## config.mk

```make
export PLATFORM = sky130hd
export DESIGN_NAME = dbg_bus_switch_flat
export DESIGN_NICKNAME = d
export VERILOG_FILES = /design/src/rtl/dbg_bus_pkg.sv /design/src/rtl/dbg_bus_switch_if.sv /design/src/rtl/dbg_trig_latch.sv /design/src/rtl/dbg_bus_switch.sv /design/src/flat_wrapper.sv
export SDC_FILE = /design/constraint.sdc
export NUM_CORES = 1
export LEC_CHECK = 0
export ABC_AREA = 1
export BUFFER_PORTS_ARGS = -buffer_cell sky130_fd_sc_hd__buf_2
export CELL_PAD_IN_SITES_DETAIL_PLACEMENT = 1
export CELL_PAD_IN_SITES_GLOBAL_PLACEMENT = 2
export CORE_MARGIN = 2
export CORE_UTILIZATION = 21
export DETAILED_ROUTE_END_ITERATION = 7
export GPL_TIMING_DRIVEN = 0
export PLACE_DENSITY = 0.8
export SYNTH_ARGS = -nofsm -noshare
export SYNTH_HDL_FRONTEND = slang
export SYNTH_HIERARCHICAL = 1
export SYNTH_SLANG_ARGS = --single-unit
export TNS_END_PERCENT = 1
```

## constraint.sdc

```tcl
create_clock -name iSoCClk -period 6.1 [get_ports iSoCClk]
set_input_delay 0.61 -clock iSoCClk [delete_from_list [all_inputs] [get_ports iSoCClk]]
set_output_delay 0.61 -clock iSoCClk [all_outputs]
set_load 0.01 [all_outputs]
```

## src/rtl/dbg_bus_pkg.sv

```systemverilog
// Shared types and constants for the debug bus switch and its trigger latch.
package dbg_bus_pkg;

    typedef enum logic [1:0] {
        IDLE  = 2'd0,
        ISSUE = 2'd1,
        WAIT  = 2'd2,
        RESP  = 2'd3
    } state_e;

    typedef enum logic [1:0] {
        PCTRL_WR = 2'd0,
        PCTRL_RD = 2'd1,
        LMON_WR  = 2'd2,
        LMON_RD  = 2'd3
    } stb_e;

    localparam int unsigned ERR_RDATA = 0;

    function automatic int unsigned bcast_sel(input int unsigned sel_w);
        return (32'd1 << sel_w) - 32'd1;
    endfunction

endpackage

```

## src/rtl/dbg_bus_switch_if.sv

```systemverilog
// Upstream DAP request/response and downstream per-channel bus of the debug switch.
interface dbg_bus_switch_if #(
    parameter int NCH    = 4,
    parameter int SEL_W  = 4,
    parameter int ADDR_W = 32,
    parameter int DATA_W = 32,
    parameter int LEN_W  = 8
);
    logic [SEL_W-1:0]      iSel;
    logic [ADDR_W-1:0]     iAddr;
    logic [DATA_W-1:0]     iData;
    logic [LEN_W-1:0]      iLen;
    logic [ADDR_W-1:0]     iUpAddr;
    logic                  iPCtrlWen, iPCtrlRen, iLMonWen, iLMonRen;
    logic [DATA_W-1:0]     oPCtrlRD, oLMonRD;
    logic                  oRdy, oErr;

    logic [NCH-1:0]        oSel;
    logic [ADDR_W-1:0]     oAddr;
    logic [DATA_W-1:0]     oData;
    logic [LEN_W-1:0]      oLen;
    logic [ADDR_W-1:0]     oUpAddr;
    logic [NCH-1:0]        oPCtrlWen, oPCtrlRen, oLMonWen, oLMonRen;
    logic [NCH*DATA_W-1:0] iPCtrlRD, iLMonRD;
    logic [NCH-1:0]        iRdy;

    modport slave (
        input  iSel, iAddr, iData, iLen, iUpAddr,
        input  iPCtrlWen, iPCtrlRen, iLMonWen, iLMonRen,
        output oPCtrlRD, oLMonRD, oRdy, oErr,
        output oSel, oAddr, oData, oLen, oUpAddr,
        output oPCtrlWen, oPCtrlRen, oLMonWen, oLMonRen,
        input  iPCtrlRD, iLMonRD, iRdy
    );

    modport master (
        output iSel, iAddr, iData, iLen, iUpAddr,
        output iPCtrlWen, iPCtrlRen, iLMonWen, iLMonRen,
        input  oPCtrlRD, oLMonRD, oRdy, oErr,
        input  oSel, oAddr, oData, oLen, oUpAddr,
        input  oPCtrlWen, oPCtrlRen, oLMonWen, oLMonRen,
        output iPCtrlRD, iLMonRD, iRdy
    );
endinterface

```

## src/rtl/dbg_trig_latch.sv

```systemverilog
// Sticky per-channel trigger latch: masked set, software clear (clear wins), any-flag.
module dbg_trig_latch #(
    parameter int NCH = 4
) (
    input  logic           clk,
    input  logic           rst,
    input  logic [NCH-1:0] trig_i,
    input  logic [NCH-1:0] mask_i,
    input  logic [NCH-1:0] clr_i,
    output logic [NCH-1:0] sticky_o,
    output logic           any_o
);
    logic [NCH-1:0] sticky_q, sticky_d;

    assign sticky_d = (sticky_q | (trig_i & mask_i)) & ~clr_i;

    always_ff @(posedge clk or posedge rst) begin
        if (rst) begin
            sticky_q <= '0;
        end else begin
            sticky_q <= sticky_d;
        end
    end

    assign sticky_o = sticky_q;
    assign any_o    = |sticky_q;
endmodule

```

## src/rtl/dbg_bus_switch.sv

```systemverilog
// Routes one DAP debug transaction to one of NCH channels (or broadcasts a write) and
// holds it until the targets are ready or a timeout expires.
//   state | meaning
//   IDLE  | wait for a request strobe, decode target channels
//   ISSUE | one-cycle strobe onto the target channels
//   WAIT  | accumulate target Rdy, count towards timeout
//   RESP  | one-cycle oRdy (and oErr / read data)
module dbg_bus_switch
    import dbg_bus_pkg::*;
#(
    parameter int NCH    = 4,
    parameter int SEL_W  = 4,
    parameter int ADDR_W = 32,
    parameter int DATA_W = 32,
    parameter int LEN_W  = 8,
    parameter int TMO_W  = 10
) (
    input  logic           iSoCClk,
    input  logic           iSoCRst,
    dbg_bus_switch_if.slave bus,
    input  logic [NCH-1:0] iTrigger_lat,
    input  logic [NCH-1:0] iTrigMask,
    input  logic [NCH-1:0] iTrigClr,
    output logic [NCH-1:0] oTrigger_lat,
    output logic           oTrigAny
);
    localparam logic [SEL_W-1:0]  SEL_BCAST = SEL_W'(bcast_sel(SEL_W));
    localparam logic [TMO_W-1:0]  TMO_LAST  = {{(TMO_W-1){1'b1}}, 1'b0};
    localparam logic [NCH-1:0]    ALL_CH    = '1;
    localparam logic [DATA_W-1:0] ERR_DATA  = DATA_W'(ERR_RDATA);

    state_e              state_q;
    logic [3:0]          req_stb;
    logic                multi_d, rd_d, err_d;
    logic [NCH-1:0]      chan_d, done_d;
    logic [SEL_W-1:0]    sel_q;
    logic [3:0]          stb_q;
    logic [NCH-1:0]      tgt_q, done_q, osel_q;
    logic [TMO_W-1:0]    cnt_q;
    logic [3:0][NCH-1:0] ostb_q;
    logic [ADDR_W-1:0]   addr_q, upaddr_q;
    logic [DATA_W-1:0]   data_q, prd_q, lrd_q, slice_p, slice_l;
    logic [LEN_W-1:0]    len_q;
    logic                rdy_q, err_q;

    // bit index follows stb_e
    assign req_stb = {bus.iLMonRen, bus.iLMonWen, bus.iPCtrlRen, bus.iPCtrlWen};

    always_comb begin
        multi_d = (req_stb & (req_stb - 4'd1)) != 4'd0;
        rd_d    = req_stb[PCTRL_RD] | req_stb[LMON_RD];
        chan_d  = '0;
        err_d   = multi_d;
        if (bus.iSel == SEL_BCAST) begin
            chan_d = ALL_CH;
            err_d  = multi_d | rd_d;
        end else if (32'(bus.iSel) < NCH) begin
            chan_d = NCH'(1) << bus.iSel;
        end else begin
            err_d = 1'b1;
        end
    end

    // Rdy seen earlier in WAIT stays counted, so broadcast slaves may answer unaligned.
    assign done_d  = done_q | (bus.iRdy & tgt_q);
    assign slice_p = bus.iPCtrlRD[32'(sel_q)*DATA_W +: DATA_W];
    assign slice_l = bus.iLMonRD[32'(sel_q)*DATA_W +: DATA_W];

    always_ff @(posedge iSoCClk or posedge iSoCRst) begin
        if (iSoCRst) begin
            state_q  <= IDLE;
            sel_q    <= '0;
            stb_q    <= '0;
            tgt_q    <= '0;
            done_q   <= '0;
            cnt_q    <= '0;
            osel_q   <= '0;
            ostb_q   <= '0;
            addr_q   <= '0;
            upaddr_q <= '0;
            data_q   <= '0;
            len_q    <= '0;
            prd_q    <= '0;
            lrd_q    <= '0;
            rdy_q    <= 1'b0;
            err_q    <= 1'b0;
        end else begin
            rdy_q  <= 1'b0;
            err_q  <= 1'b0;
            prd_q  <= ERR_DATA;
            lrd_q  <= ERR_DATA;
            ostb_q <= '0;
            case (state_q)
                IDLE: begin
                    if (req_stb != 4'd0) begin
                        sel_q    <= bus.iSel;
                        stb_q    <= req_stb;
                        tgt_q    <= chan_d;
                        done_q   <= '0;
                        cnt_q    <= '0;
                        addr_q   <= bus.iAddr;
                        upaddr_q <= bus.iUpAddr;
                        data_q   <= bus.iData;
                        len_q    <= bus.iLen;
                        if (err_d) begin
                            state_q <= RESP;
                            rdy_q   <= 1'b1;
                            err_q   <= 1'b1;
                        end else begin
                            state_q <= ISSUE;
                            osel_q  <= chan_d;
                            for (int k = 0; k < 4; k++) begin
                                ostb_q[k] <= req_stb[k] ? chan_d : '0;
                            end
                        end
                    end
                end
                ISSUE: state_q <= WAIT;
                WAIT: begin
                    done_q <= done_d;
                    cnt_q  <= cnt_q + 1'b1;
                    if (done_d == tgt_q) begin
                        state_q <= RESP;
                        rdy_q   <= 1'b1;
                        osel_q  <= '0;
                        if (stb_q[PCTRL_RD]) prd_q <= slice_p;
                        if (stb_q[LMON_RD])  lrd_q <= slice_l;
                    end else if (cnt_q == TMO_LAST) begin
                        state_q <= RESP;
                        rdy_q   <= 1'b1;
                        err_q   <= 1'b1;
                        osel_q  <= '0;
                    end
                end
                RESP:    state_q <= IDLE;
                default: state_q <= IDLE;
            endcase
        end
    end

    assign bus.oRdy      = rdy_q;
    assign bus.oErr      = err_q;
    assign bus.oPCtrlRD  = prd_q;
    assign bus.oLMonRD   = lrd_q;
    assign bus.oSel      = osel_q;
    assign bus.oAddr     = addr_q;
    assign bus.oData     = data_q;
    assign bus.oLen      = len_q;
    assign bus.oUpAddr   = upaddr_q;
    assign bus.oPCtrlWen = ostb_q[PCTRL_WR];
    assign bus.oPCtrlRen = ostb_q[PCTRL_RD];
    assign bus.oLMonWen  = ostb_q[LMON_WR];
    assign bus.oLMonRen  = ostb_q[LMON_RD];

    dbg_trig_latch #(.NCH(NCH)) u_trig (
        .clk      (iSoCClk),
        .rst      (iSoCRst),
        .trig_i   (iTrigger_lat),
        .mask_i   (iTrigMask),
        .clr_i    (iTrigClr),
        .sticky_o (oTrigger_lat),
        .any_o    (oTrigAny)
    );
endmodule
```

## src/flat_wrapper.sv

```systemverilog
// flat-port wrapper written by rule: the top's interface ports become plain ports
module dbg_bus_switch_flat import dbg_bus_pkg::*;
#(
    parameter int NCH    = 4,
    parameter int SEL_W  = 4,
    parameter int ADDR_W = 32,
    parameter int DATA_W = 32,
    parameter int LEN_W  = 8,
    parameter int TMO_W  = 10
)
  (iSoCClk, iSoCRst, iTrigger_lat, iTrigMask, iTrigClr, oTrigger_lat, oTrigAny, bus_iSel, bus_iAddr, bus_iData, bus_iLen, bus_iUpAddr, bus_iPCtrlWen, bus_iPCtrlRen, bus_iLMonWen, bus_iLMonRen, bus_oPCtrlRD, bus_oLMonRD, bus_oRdy, bus_oErr, bus_oSel, bus_oAddr, bus_oData, bus_oLen, bus_oUpAddr, bus_oPCtrlWen, bus_oPCtrlRen, bus_oLMonWen, bus_oLMonRen, bus_iPCtrlRD, bus_iLMonRD, bus_iRdy);
  dbg_bus_switch_if #(.NCH(NCH), .SEL_W(SEL_W), .ADDR_W(ADDR_W), .DATA_W(DATA_W), .LEN_W(LEN_W)) bus_i ();
  input  logic iSoCClk;
  input  logic iSoCRst;
  input  logic [NCH-1:0] iTrigger_lat;
  input  logic [NCH-1:0] iTrigMask;
  input  logic [NCH-1:0] iTrigClr;
  output logic [NCH-1:0] oTrigger_lat;
  output logic oTrigAny;
  input wire logic [$bits(bus_i.iSel)-1:0] bus_iSel;
  input wire logic [$bits(bus_i.iAddr)-1:0] bus_iAddr;
  input wire logic [$bits(bus_i.iData)-1:0] bus_iData;
  input wire logic [$bits(bus_i.iLen)-1:0] bus_iLen;
  input wire logic [$bits(bus_i.iUpAddr)-1:0] bus_iUpAddr;
  input wire logic [$bits(bus_i.iPCtrlWen)-1:0] bus_iPCtrlWen;
  input wire logic [$bits(bus_i.iPCtrlRen)-1:0] bus_iPCtrlRen;
  input wire logic [$bits(bus_i.iLMonWen)-1:0] bus_iLMonWen;
  input wire logic [$bits(bus_i.iLMonRen)-1:0] bus_iLMonRen;
  output wire logic [$bits(bus_i.oPCtrlRD)-1:0] bus_oPCtrlRD;
  output wire logic [$bits(bus_i.oLMonRD)-1:0] bus_oLMonRD;
  output wire logic [$bits(bus_i.oRdy)-1:0] bus_oRdy;
  output wire logic [$bits(bus_i.oErr)-1:0] bus_oErr;
  output wire logic [$bits(bus_i.oSel)-1:0] bus_oSel;
  output wire logic [$bits(bus_i.oAddr)-1:0] bus_oAddr;
  output wire logic [$bits(bus_i.oData)-1:0] bus_oData;
  output wire logic [$bits(bus_i.oLen)-1:0] bus_oLen;
  output wire logic [$bits(bus_i.oUpAddr)-1:0] bus_oUpAddr;
  output wire logic [$bits(bus_i.oPCtrlWen)-1:0] bus_oPCtrlWen;
  output wire logic [$bits(bus_i.oPCtrlRen)-1:0] bus_oPCtrlRen;
  output wire logic [$bits(bus_i.oLMonWen)-1:0] bus_oLMonWen;
  output wire logic [$bits(bus_i.oLMonRen)-1:0] bus_oLMonRen;
  input wire logic [$bits(bus_i.iPCtrlRD)-1:0] bus_iPCtrlRD;
  input wire logic [$bits(bus_i.iLMonRD)-1:0] bus_iLMonRD;
  input wire logic [$bits(bus_i.iRdy)-1:0] bus_iRdy;
  assign bus_i.iSel = bus_iSel;
  assign bus_i.iAddr = bus_iAddr;
  assign bus_i.iData = bus_iData;
  assign bus_i.iLen = bus_iLen;
  assign bus_i.iUpAddr = bus_iUpAddr;
  assign bus_i.iPCtrlWen = bus_iPCtrlWen;
  assign bus_i.iPCtrlRen = bus_iPCtrlRen;
  assign bus_i.iLMonWen = bus_iLMonWen;
  assign bus_i.iLMonRen = bus_iLMonRen;
  assign bus_oPCtrlRD = bus_i.oPCtrlRD;
  assign bus_oLMonRD = bus_i.oLMonRD;
  assign bus_oRdy = bus_i.oRdy;
  assign bus_oErr = bus_i.oErr;
  assign bus_oSel = bus_i.oSel;
  assign bus_oAddr = bus_i.oAddr;
  assign bus_oData = bus_i.oData;
  assign bus_oLen = bus_i.oLen;
  assign bus_oUpAddr = bus_i.oUpAddr;
  assign bus_oPCtrlWen = bus_i.oPCtrlWen;
  assign bus_oPCtrlRen = bus_i.oPCtrlRen;
  assign bus_oLMonWen = bus_i.oLMonWen;
  assign bus_oLMonRen = bus_i.oLMonRen;
  assign bus_i.iPCtrlRD = bus_iPCtrlRD;
  assign bus_i.iLMonRD = bus_iLMonRD;
  assign bus_i.iRdy = bus_iRdy;
  dbg_bus_switch #(.NCH(NCH), .SEL_W(SEL_W), .ADDR_W(ADDR_W), .DATA_W(DATA_W), .LEN_W(LEN_W), .TMO_W(TMO_W)) u_core (.iSoCClk(iSoCClk), .iSoCRst(iSoCRst), .bus(bus_i), .iTrigger_lat(iTrigger_lat), .iTrigMask(iTrigMask), .iTrigClr(iTrigClr), .oTrigger_lat(oTrigger_lat), .oTrigAny(oTrigAny));
endmodule
```

-- Word-level counts from Yosys, hierarchy flattened
Index checks and enable logic that the tools add are counted.
- register bits after elaboration: 222
- input bits: 386
- output and inout port bits: 195
- word-level logic and storage cells: 91
- add/sub/neg operators: 2
- order comparisons: 1
- equality and inequality tests: 9
- shifts and indexed selects: 3
- multiplexer cells: 38
- bitwise operators: 9
- reductions and logical operators: 9
- operator list (cell ; number):
    128-bit by 10-bit indexed part select with 32-bit output ; 2
    32-bit two-way mux ; 6
    16-bit two-way mux ; 3
    4-bit two-way mux ; 11
    10-bit case mux with 2 select lines ; 1
    4-bit bitwise AND ; 4
    4-bit case mux with 2 select lines ; 2
    10-bit by 1-bit adder with 10-bit output, second input constant ; 1
    10-bit == test, second input constant ; 1
    10-bit two-way mux ; 1
    2-bit two-way mux ; 4
    4-bit OR ; 2
    2-bit case mux with 4 select lines ; 1
    4-bit nonzero test ; 2
    1-bit two-way mux ; 7
    2-bit AND reduction ; 3
    2-bit == test, second input constant ; 2
    4-bit == test ; 1
    4-bit == test, second input constant ; 1
    4-bit by 3-bit less-than comparator with 1-bit output, second input constant ; 1
    4-bit inverter ; 1
    1-bit case mux with 2 select lines ; 2
    4-bit AND reduction ; 1
    4-bit OR reduction ; 1
    other kinds (9) ; 10

-- Logic depth before layout (Yosys ltp)
- depth after elaboration: 8
- gate-level depth with buffers: 11
- depth with buffers taken out: 10

-- By module
The synthesis kept the hierarchy.
- by module, submodules not included (module ; times used ; cells each ; area each (µm²) ; seq. area each (µm²)):
    dbg_bus_switch ; 1 ; 1281 ; 10079.7 ; 5405.2
    dbg_trig_latch ; 1 ; 19 ; 170.2 ; 100.1

-- Least setup slack after synthesis
OpenSTA, ideal clock, no wires.
- kind: input port to flip-flop
- start point: input bus_iPCtrlRen
- end point: register u_core.addr_q[0] (netlist: u_core/bus.oAddr[0])
- setup time: 116 ps
- data arrival time: 1425 ps
- required time: 5984 ps
- path slack: 4558 ps
- stages: 8
- buffers on the path: 2
- cell sequence: nor2_1 -> nand3_1 -> nand2_2 -> inv_2 -> buf_4 -> buf_2 -> nand2_1 -> nand2_1
- longest elaborated chain between the ends: 2
- RTL lines (item ; RTL line ; text):
    start: declaration ; flat_wrapper.sv:26 ; input wire logic [$bits(bus_i.iPCtrlRen)-1:0] bus_iPCtrlRen;
    4-bit nonzero test ; dbg_bus_switch.sv:95 ; if (req_stb != 4'd0) begin
    2-bit AND reduction (no line) ; n/a ;
    end signal: assignment ; dbg_bus_switch.sv:101 ; addr_q <= bus.iAddr;
    end: declaration ; dbg_bus_switch.sv:41 ; logic [ADDR_W-1:0] addr_q, upaddr_q;
Every way passes these cells.
A chain may end at the register's enable or synchronous reset.

-- Worst setup path after layout
- start point: register u_core.state_q[0]
- end point: register u_core.lrd_q[2] (netlist: u_core/bus.oLMonRD[2])
- longest elaborated chain between the ends: 2
- RTL lines (item ; RTL line ; text):
    start: declaration ; dbg_bus_switch.sv:32 ; state_e state_q;
    start signal: assignment ; dbg_bus_switch.sv:71 ; state_q <= IDLE;
    start signal: assignment ; dbg_bus_switch.sv:106 ; state_q <= RESP;
    start signal: assignment ; dbg_bus_switch.sv:110 ; state_q <= ISSUE;
    2-bit == test ; dbg_bus_switch.sv:93 ; case (state_q)
    32-bit two-way mux ; dbg_bus_switch.sv:93 ;
    end signal: assignment ; dbg_bus_switch.sv:127 ; if (stb_q[LMON_RD]) lrd_q <= slice_l;
    end: declaration ; dbg_bus_switch.sv:42 ; logic [DATA_W-1:0] data_q, prd_q, lrd_q, slice_p, slice_l;
Every way passes these cells.

==> reports/summary.txt <==
run status = completed
first-pass GRT wire length = 72.3 mm
Logic pwr share = 6.3%
leakage = 8.76 nW
CTS max path bufs = 3
worst hold slack = 0.186 ns
total gr overflow = 0
Setup CP Type = flop to flop
Residual DRC = 0
Min Clock Period, post-route = 2.25 ns
Yosys reg bits = 220
vias = 11150
fin area = 0.0151 sq mm
Sw Ratio = 23.8%
Post-synth top flop = dfrtp_1
number of global-route vias before repair = 11795
Mapped Nets = 1690
NumNets Final = 2309
Final Slew Violations = 0
# resized after CTS = 0
most common cell after layout, fill and taps aside = buf_2
distinct cell type count after synthesis = 26
gr usage total = 18.7%
clk sinks = 220
# fillers = 6024
Crit. End Element = flop
Int Pwr = 2.66 mW
Worst slew margin = 52.4%
clk_lat worst skew = 0.59 ns
routed len/inst = 19.3 um
Die ar. = 0.0506 sq mm
DP HPWL = 39.8 mm
Final WS setup = 3.85 ns
CP arrival = 2.71 ns
placed inst area = 0.0140 sq mm
Pre-antenna DRT Iters = 4
Startpoint Class = flop
PwrDens = 231 mW/mm^2
initial core utilization = 21.4%
Setup Skew = 0.0292 ns
VDD IR max = 0.205 mV
share of layout cells above drive strength 1 = 34.9%
Setup-failing EPs final = 0
sequential-to-total area share from yosys stat = 53.7%
I/O Pins = 581
Non-Filler Instances = 2563
Yosys warnings = 6
gpl congestion = 0.888
die width = 225 um
most crowded layer after global routing = met2
Place WS = 3.72 ns
CTS tree = built
grt met2 use = 32.9%
Area Overhead vs Synth = 47.1%
Post-synth EDFFs = 0
syn avg cell area = 7.88 sq um
RSZ-0062 raised after global routing = false
Placed Instances = 2501
Post-Route Setup TNS = 0 ns
# rows = 80
Max-cap violations = 0
post-route antenna net violation count = 0
clock power share = 51.7%
HP Class = primary input to flop
Core ar. = 0.0479 sq mm
initial DRC count = 375
Worst Tran Pin Value = 0.714 ns
asr flop ratio synth = 100%
final hold viol count = 0
most frequent cells in the layout = buf_2 (612), nand2_1 (459), dfrtp_1 (220)
Fmax = 445 MHz
initial antenna violation count = 12
Clock Tree Root = clkbuf_16
vias per inst = 4.35
final worst-path cycle share = 36.9%
Synth Instances = 1300
clk slew on worst S/H paths = 0.06 ns
setup bufs post-CTS = 0
largest net degree at the start of global routing = 38
CTS Buf Count = 30
WL final = 49.5 mm
H-tree Lvls = 1
Sw Pwr = 827 uW
port bufs = 580
met1 Resource Use GR = 21.9%
CP Data Required Time = 6.56 ns
Sequential Power Share = 42.0%
GR met3 Demand/Resource = 5.63%
crit path max fanout = 10
die span in y = 225 um
Netlist Area Pre-Place = 0.0102 sq mm
-- repair_timing --
action,4_1_cts,5_1_grt
endpoints found under the setup margin,0,0
hold buffers,1,0
hold endpoints to repair,4,0
-- worst max-delay path: stages, from the launching register on --
cell     delay [ns]
dfrtp_1        0.38
inv_1          0.08
ha_1           0.14
buf_4          0.16
inv_2          0.08
nor3_1         0.20
nand2_1        0.10
nor2_1         0.25
inv_1          0.22
buf_2          0.25
a21oi_1        0.24
-- cell type report --
class	instances	area, sq um	share of cell area [%]
Buffer	74	329	2.18
Antenna cell	7	17.5	0.116
Multi-Input combinational cell	830	3750	24.9
Tap cell	615	769	5.10
Timing Repair Buffer	587	3030	20.1
Sequential cell	220	5510	36.5
Inverter	176	664	4.41
Clock inverter	11	164	1.09
Clock buffer	43	840	5.57
-- through the flow --
step                      power (mW)  utilization, %
after detailed placement        1.71            29.3
after global routing            3.64            31.4
after global placement          1.70            29.0
after CTS                       3.55            31.4
after floorplan                 1.55               -
final                           3.48            31.4
-- layer usage --
| layer | part of all wire, % | up-vias |
|---|---|---|
| met5 | 0.085 | - |
| met2 | 49 | 429 |
| met3 | 8.3 | 84 |
| met4 | 3.1 | 8 |
| li1 | - | 5339 |
| met1 | 39 | 5290 |
-- synth_stat cells (3+ instances only) --
master / count / area share [%]
nand4_1: 7 / 0.43
nor3_1: 6 / 0.29
o21ai_0: 76 / 3.7
ha_1: 4 / 0.49
clkbuf_1: 36 / 1.3
a21oi_1: 141 / 6.9
nand3_1: 19 / 0.93
inv_2: 4 / 0.15
o211ai_1: 64 / 4.7
inv_1: 172 / 6.3
buf_2: 32 / 1.6
nand2_1: 459 / 17
dfrtp_1: 220 / 54
buf_1: 3 / 0.11
buf_4: 3 / 0.22
nor2_1: 40 / 1.5
-- flip-flops by register name (all words and copies together), names as in the netlist, 8 cells and up --
signal	flops
u_core/bus.oAddr	32
u_core/bus.oData	32
u_core/bus.oLMonRD	32
u_core/bus.oLen	8
u_core/bus.oPCtrlRD	32
u_core/bus.oUpAddr	32
u_core/cnt_q	10
-- power by group through the flow --
stage | clock network (mW) | registers (mW) | logic [mW]
3_3_place_gp | 0 | 1.49 | 0.209
6_report | 1.80 | 1.46 | 0.221
2_1_floorplan | 0 | 1.49 | 0.0564
4_1_cts | 1.86 | 1.46 | 0.225
5_1_grt | 1.93 | 1.46 | 0.248
3_5_place_dp | 0 | 1.49 | 0.223
-- path summary, 6_finish.rpt --
check	endpoint	start	slack, ns	cells past startpoint
worst max-delay path	u_core/bus.oLMonRD[2]	u_core/state_q[0]	3.85	10
min in group asynchronous	u_core/u_trig/sticky_o[2]	iSoCRst	0.52	3
worst min-delay path	u_core/u_trig/sticky_o[3]	iTrigClr[3]	0.19	2
worst min register to register	u_core/bus.oSel[3]	u_core/bus.oSel[3]	0.47	2
max in group asynchronous	u_core/bus.oData[4]	iSoCRst	4.34	6
worst max register to register	u_core/bus.oLMonRD[2]	u_core/state_q[0]	3.85	10
-- logic make-up (layout without fill, tap and decap cells) --
family	after synthesis	count (layout)	synth area share (%)
compound gates	287	287	15.7
xor+xnor	1	1	0.0855
fa+ha+maj	4	4	0.488
buf+inv	250	891	9.66
flops	220	220	53.7
other cells	0	7	0
simple gates	538	538	20.4
Power figures use the tool's default switching activity.
